## config.mk

```make
export PLATFORM = sky130hd
export DESIGN_NAME = uart_rx_ctrl
export DESIGN_NICKNAME = d
export VERILOG_FILES = /design/src/rtl/uart_rx_ctrl.sv
export SDC_FILE = /design/constraint.sdc
export NUM_CORES = 1
export LEC_CHECK = 0
export CORE_MARGIN = 10
export CORE_UTILIZATION = 49
export DETAILED_ROUTE_END_ITERATION = 7
export PLACE_DENSITY = 0.76
export SLEW_MARGIN = 0
export SYNTH_ARGS = -nofsm -noshare
export SYNTH_HDL_FRONTEND = slang
export SYNTH_SLANG_ARGS = --single-unit
```

## constraint.sdc

```tcl
create_clock -name rx_clk -period 2.1 [get_ports rx_clk]
set_input_delay 0.525 -clock rx_clk [delete_from_list [all_inputs] [get_ports rx_clk]]
set_output_delay 0.525 -clock rx_clk [all_outputs]
set_load 0.01 [all_outputs]
```

## src/rtl/uart_rx_ctrl.sv

```systemverilog
`default_nettype none
// ============================================================================
// Module      : uart_rx_ctrl
// Description : Oversampling UART receive controller. A programmable tick
//               generator drives 16x (OVERSAMPLE) bit timing. The start bit
//               is validated at its midpoint and 8 data bits are sampled
//               LSB-first at bit centres. The stop bit is then checked.
//               Completed bytes go to a one-entry holding register with a
//               valid/ready handshake. Framing-error and overrun are
//               reported as single-cycle pulses.
// Revision    : 1.0 - initial release
// ============================================================================
module uart_rx_ctrl #(
    parameter int OVERSAMPLE = 16,
    parameter int DIV_W      = 16
) (
    input  logic             rx_clk,
    input  logic             reset_n,
    input  logic             enable,
    input  logic [DIV_W-1:0] baud_div,
    input  logic             rx,
    output logic [7:0]       rx_data,
    output logic             rx_valid,
    input  logic             rx_ready,
    output logic             frame_err,
    output logic             overrun,
    output logic             busy
);

    localparam int                SAMP_W     = $clog2(OVERSAMPLE);
    localparam logic [SAMP_W-1:0] C_SAMP_MID = SAMP_W'(OVERSAMPLE / 2 - 1);
    localparam logic [SAMP_W-1:0] C_SAMP_END = SAMP_W'(OVERSAMPLE - 1);

    typedef enum logic [2:0] {
        ST_IDLE  = 3'd0,
        ST_START = 3'd1,
        ST_DATA  = 3'd2,
        ST_STOP  = 3'd3,
        ST_BREAK = 3'd4
    } state_t;

    state_t            r_state;
    state_t            w_state_nxt;
    logic              r_rx_meta;
    logic              r_rx_s;
    logic [DIV_W-1:0]  r_div_cnt;
    logic [DIV_W-1:0]  w_div_cnt_nxt;
    logic [SAMP_W-1:0] r_samp_cnt;
    logic [SAMP_W-1:0] w_samp_cnt_nxt;
    logic [3:0]        r_bit_cnt;
    logic [3:0]        w_bit_cnt_nxt;
    logic [7:0]        r_shift;
    logic [7:0]        w_shift_nxt;
    logic              w_tick;
    logic              w_pop;
    logic              w_load;
    logic              w_ferr;
    logic              w_ovr;

    assign w_tick = (r_div_cnt == baud_div);
    assign w_pop  = rx_valid && rx_ready;
    assign busy   = (r_state != ST_IDLE);

    // Two-flop synchroniser for the asynchronous serial line (idles high)
    always_ff @(posedge rx_clk or negedge reset_n) begin
        if (!reset_n) begin
            r_rx_meta <= 1'b1;
            r_rx_s    <= 1'b1;
        end else begin
            r_rx_meta <= rx;
            r_rx_s    <= r_rx_meta;
        end
    end

    // State register
    always_ff @(posedge rx_clk or negedge reset_n) begin
        if (!reset_n) begin
            r_state <= ST_IDLE;
        end else begin
            r_state <= w_state_nxt;
        end
    end

    // Next-state, counter and event decode
    always_comb begin
        w_state_nxt    = r_state;
        w_div_cnt_nxt  = r_div_cnt;
        w_samp_cnt_nxt = r_samp_cnt;
        w_bit_cnt_nxt  = r_bit_cnt;
        w_shift_nxt    = r_shift;
        w_load         = 1'b0;
        w_ferr         = 1'b0;
        w_ovr          = 1'b0;

        // Free-running tick/oversample counting while a frame is active
        if (r_state != ST_IDLE) begin
            w_div_cnt_nxt = w_tick ? '0 : r_div_cnt + 1'b1;
            if (w_tick) begin
                w_samp_cnt_nxt = r_samp_cnt + 1'b1;
            end
        end

        case (r_state)
            ST_IDLE: begin
                w_div_cnt_nxt  = '0;
                w_samp_cnt_nxt = '0;
                w_bit_cnt_nxt  = '0;
                if (!r_rx_s) begin
                    w_state_nxt = ST_START;
                end
            end
            ST_START: begin
                // Mid start bit: a high line here was only a glitch
                if (w_tick && r_samp_cnt == C_SAMP_MID) begin
                    w_samp_cnt_nxt = '0;
                    w_bit_cnt_nxt  = '0;
                    w_state_nxt    = r_rx_s ? ST_IDLE : ST_DATA;
                end
            end
            ST_DATA: begin
                if (w_tick && r_samp_cnt == C_SAMP_END) begin
                    w_shift_nxt   = {r_rx_s, r_shift[7:1]};
                    w_bit_cnt_nxt = r_bit_cnt + 4'd1;
                    if (r_bit_cnt == 4'd7) begin
                        w_state_nxt = ST_STOP;
                    end
                end
            end
            ST_STOP: begin
                if (w_tick && r_samp_cnt == C_SAMP_END) begin
                    if (r_rx_s) begin
                        // A same-cycle pop frees the holding register
                        if (!rx_valid || w_pop) begin
                            w_load = 1'b1;
                        end else begin
                            w_ovr = 1'b1;
                        end
                        w_state_nxt = ST_IDLE;
                    end else begin
                        w_ferr      = 1'b1;
                        w_state_nxt = ST_BREAK;
                    end
                end
            end
            ST_BREAK: begin
                // Stay here until the line is released so a held-low
                // line cannot look like a fresh start bit
                if (r_rx_s) begin
                    w_state_nxt = ST_IDLE;
                end
            end
            default: begin
                w_state_nxt = ST_IDLE;
            end
        endcase

        // Disable aborts the frame silently; holding register is untouched
        if (!enable) begin
            w_state_nxt    = ST_IDLE;
            w_div_cnt_nxt  = '0;
            w_samp_cnt_nxt = '0;
            w_bit_cnt_nxt  = '0;
            w_load         = 1'b0;
            w_ferr         = 1'b0;
            w_ovr          = 1'b0;
        end
    end

    // Counters and receive shift register
    always_ff @(posedge rx_clk or negedge reset_n) begin
        if (!reset_n) begin
            r_div_cnt  <= '0;
            r_samp_cnt <= '0;
            r_bit_cnt  <= '0;
            r_shift    <= '0;
        end else begin
            r_div_cnt  <= w_div_cnt_nxt;
            r_samp_cnt <= w_samp_cnt_nxt;
            r_bit_cnt  <= w_bit_cnt_nxt;
            r_shift    <= w_shift_nxt;
        end
    end

    // Holding register, handshake and single-cycle status pulses
    always_ff @(posedge rx_clk or negedge reset_n) begin
        if (!reset_n) begin
            rx_data   <= 8'h00;
            rx_valid  <= 1'b0;
            frame_err <= 1'b0;
            overrun   <= 1'b0;
        end else begin
            if (w_load) begin
                rx_data  <= r_shift;
                rx_valid <= 1'b1;
            end else if (w_pop) begin
                rx_valid <= 1'b0;
            end
            frame_err <= w_ferr;
            overrun   <= w_ovr;
        end
    end

endmodule
`default_nettype wire

```

==> results of run 1 <==
-- cell type report --
cell class	instances	share of cell area (%)
timing repair buffer	67	18.5
clock inverter	3	0.571
sequential	48	36.7
multi-input combinational	162	38.6
clock buffer	5	2.09
tap	67	2.55
inverter	9	1.03
-- registers in the layout, summed over array words and instances, names as in the netlist --
name / count
rx_valid: 1
r_shift: 8
r_div_cnt: 16
r_rx_meta: 1
r_state: 3
rx_data: 8
r_bit_cnt: 4
frame_err: 1
r_rx_s: 1
overrun: 1
r_samp_cnt: 4
-- logic make-up (layout without fill, tap and decap cells) --
kind of cell	count (synthesis)	after routing	share of synthesized area [%]
DFF	48	48	50.6
muxes	18	18	8.46
AOI/OAI and AO/OA	21	21	5.94
buffers and inverters	15	84	2.37
and+or+nand+nor	90	90	20.0
adders and majority gates	3	3	1.58
xor gates and xnor gates	30	30	11.0
-- timing repair --
item | in CTS | in global routing
resized for setup | 38 | 19
pin swaps | 11 | 6
gates cloned | 1 | 0
endpoints found under the setup margin | 28 | 27
setup buffers | 8 | 2
-- final timing paths --
| kind | slack, ns | cells after the start | endpoint | from |
|---|---|---|---|---|
| min | 0.09 | 1 | r_div_cnt[13] | reset_n |
| min in group rx_clk | 0.36 | 0 | r_rx_s | r_rx_meta |
| min reg2reg | 0.36 | 0 | r_rx_s | r_rx_meta |
| max in group asynchronous | 1.47 | 2 | r_div_cnt[1] | reset_n |
| max | -0.02 | 7 | r_state[2] | r_div_cnt[8] |
| max reg2reg | -0.02 | 7 | r_state[2] | r_div_cnt[8] |
-- placed cells by master, fill, tap and decap left out, types with 3 or more instances in the layout --
cell type,Yosys,layout
ha_1,3,3
o21ai_1,0,3
mux2_2,17,9
xnor2_1,8,8
o21ai_0,7,4
nand4_1,7,7
dlygate4sd2_1,0,14
buf_6,0,3
inv_1,9,9
mux2_4,0,8
buf_12,0,3
nor3_2,0,3
nor2_1,25,24
clkdlybuf4s50_1,0,14
clkdlybuf4s15_1,0,3
clkbuf_8,0,5
nand3_1,10,10
dfrtp_1,46,44
nor4_2,0,3
nor3_1,8,5
and3_1,4,4
buf_4,0,28
nand2_1,16,16
xor2_1,22,20
-- through the flow --
step	instance area, um^2	utilization (%)	cells	power, mW	setup TNS (ns)
floorplan	2400	-	225	0.989	0
global placement	2980	63.1	342	1.08	-14.24
detailed placement	2980	63.1	342	1.08	-15.81
CTS	3190	67.6	359	1.62	0
global route	3290	69.6	361	1.68	-0.792
finish	3290	69.6	361	1.61	-0.0296
-- power groups by stage --
stage	logic, mW	clock network, mW	registers, mW
floorplan	0.0370	0	0.952
CTS	0.125	0.555	0.935
global route	0.138	0.601	0.936
finish	0.126	0.545	0.935
global placement	0.127	0	0.952
detailed placement	0.129	0	0.953
-- metal layers --
layer  global-route usage [%]  vias up  wire, um
met5                        0        -         0
met4                     5.06        0        78
met3                     4.96        8       329
met2                     25.3       43      2750
met1                     17.8      953      2560
li1                         -      926         -
==> impl_results.md, run 1 <==
* Status: finished, violations left
* Violated checks: setup timing
* CP max-delay cell: or4b_4
* Yosys top cell by area: dfrtp_1
* Count of final hold-check violations at 0
* Fin nets at between 300 and 400
* Initial antenna violation count at 0
* Synthesis-stage register bit count at 48
* Num rows at 25
* CTS tree: built
* Seq/Total Area, Yosys at 50.6%
* Mapped Avg Cell Area at 10.6 um^2
* CP required at approximately 2.3 ns
* PwrDens at 489 nW/um^2
* FF+latch area at 1210 um^2
* Fill cell count at around 360
* Dominant synthesized flop cell: dfrtp_1
* Vias after detailed routing at slightly below 2000
* Hold buffers post-CTS at 0
* DP HPWL at 4010 um
* Net Count, Synth at ~250
* Core Region at 4720 um^2
* CTS max path bufs at 2
* Dominant cell by count in the synthesized netlist: dfrtp_1
* Htree depth at 2
* Max Cap Viol at 0
* Drt wl/cell at 15.8 um
* Internal power at 1.22 mW
* Switching Power at 0.385 mW
* Peak supply drop at 0.392 mV
* Largest net degree at the start of global routing at 23
* Worst Path Class, Setup: reg2reg
* DRC Markers at 0
* Sw frac at 24.0%
* Layout cells sized above 1 at between 20 and 30%
* CTS buffer count at 5
* Comb pwr share at between 7 and 8%
* # diodes at 0
* Syn. warnings at 0
* GR Overflow Total at 0
* Synth top area cells: dfrtp_1 48%, xor2_1 8.1%, mux2_2 8.0%
* Drt total wl at 5710 um
* Die area at 8040 um^2
* Critical Path AT at approximately 2.4 ns
* Pins over their slew limit at 0
* Worst hold slack at about 0.095 ns
* Placement Setup Slack at -0.492 ns
* Port-buffer cells at 32
* Die H at 89.7 um
* EDFF count, synth at 0
* Worst path bufs/invs at 2
* Area grow syn2layout at 38.1%
* Final period util at 101%
* Initial core utilization at 50.4%
* RSZ-0062 raised after global routing: true
* Worst Tran Pin Value at 0.417 ns
* Slew HR at 72.2%
* All-Layer GR Usage at 15.1%
* Max incr delay on CP at 0.57 ns
* Peak Freq at 0.472 GHz
* Startpoint types: flip-flop
* Initial DRC count at 40
* Clock power share at 34.0%
* CTS clk-pin slew, worst paths at around 0.090 ns
* Final worst setup slack at -0.0172 ns
* Fin Clk Skew at between 0.005 and 0.006 ns
* Crit path cell chain: xor2_1 -> nor4_2 -> buf_4 -> nand4_4 -> buf_6 -> or4b_4 -> a21oi_2
* Worst hold path type: in2async
* Number of global-route vias before repair at around 1900
* Crit path capture type: flip-flop
* Root buffer cell: clkbuf_8
* # clock sinks at 48
* Setup violators final at 3
* Crit-path max FO at 4
* Post-route antenna net violation count at 0
* Ys async rst share at 100%
* Leakage at 1.48 nW
* First-pass GRT wire length at 9300 um
* Post-route minimum period at about 2.1 ns
* Synth top cells by count: 46 x dfrtp_1, 25 x nor2_1, 22 x xor2_1
* Delay-heaviest family, CP: simple AND/OR/NAND/NOR gates
* Die X at 89.7 um
* First-pass iteration count of the detailed router at 4
* Worst-skew pair later-pin latency at 0.31 ns
* Synth unique cells at 35
* Area of the multi-input gates at 1270 um^2
* Vias per cell at about 5.3
* Global placement routability congestion at 0.975
* Sequential share of power at between 50% and 60%
* I/O pin cnt at 33
* Post-Syn Instances at 225
* Area of the mapped netlist at 2380 um^2
* Top cell type's share of synthesized area at roughly 48%
(Power assumes the default switching activity.)
==> run 2, diff against run 1 <==
Settings changed: ABC_CLOCK_PERIOD_IN_PS from default to 2100.
==> results of run 2 <==
Final layout, timing and power as in run 1 (identical DEF).
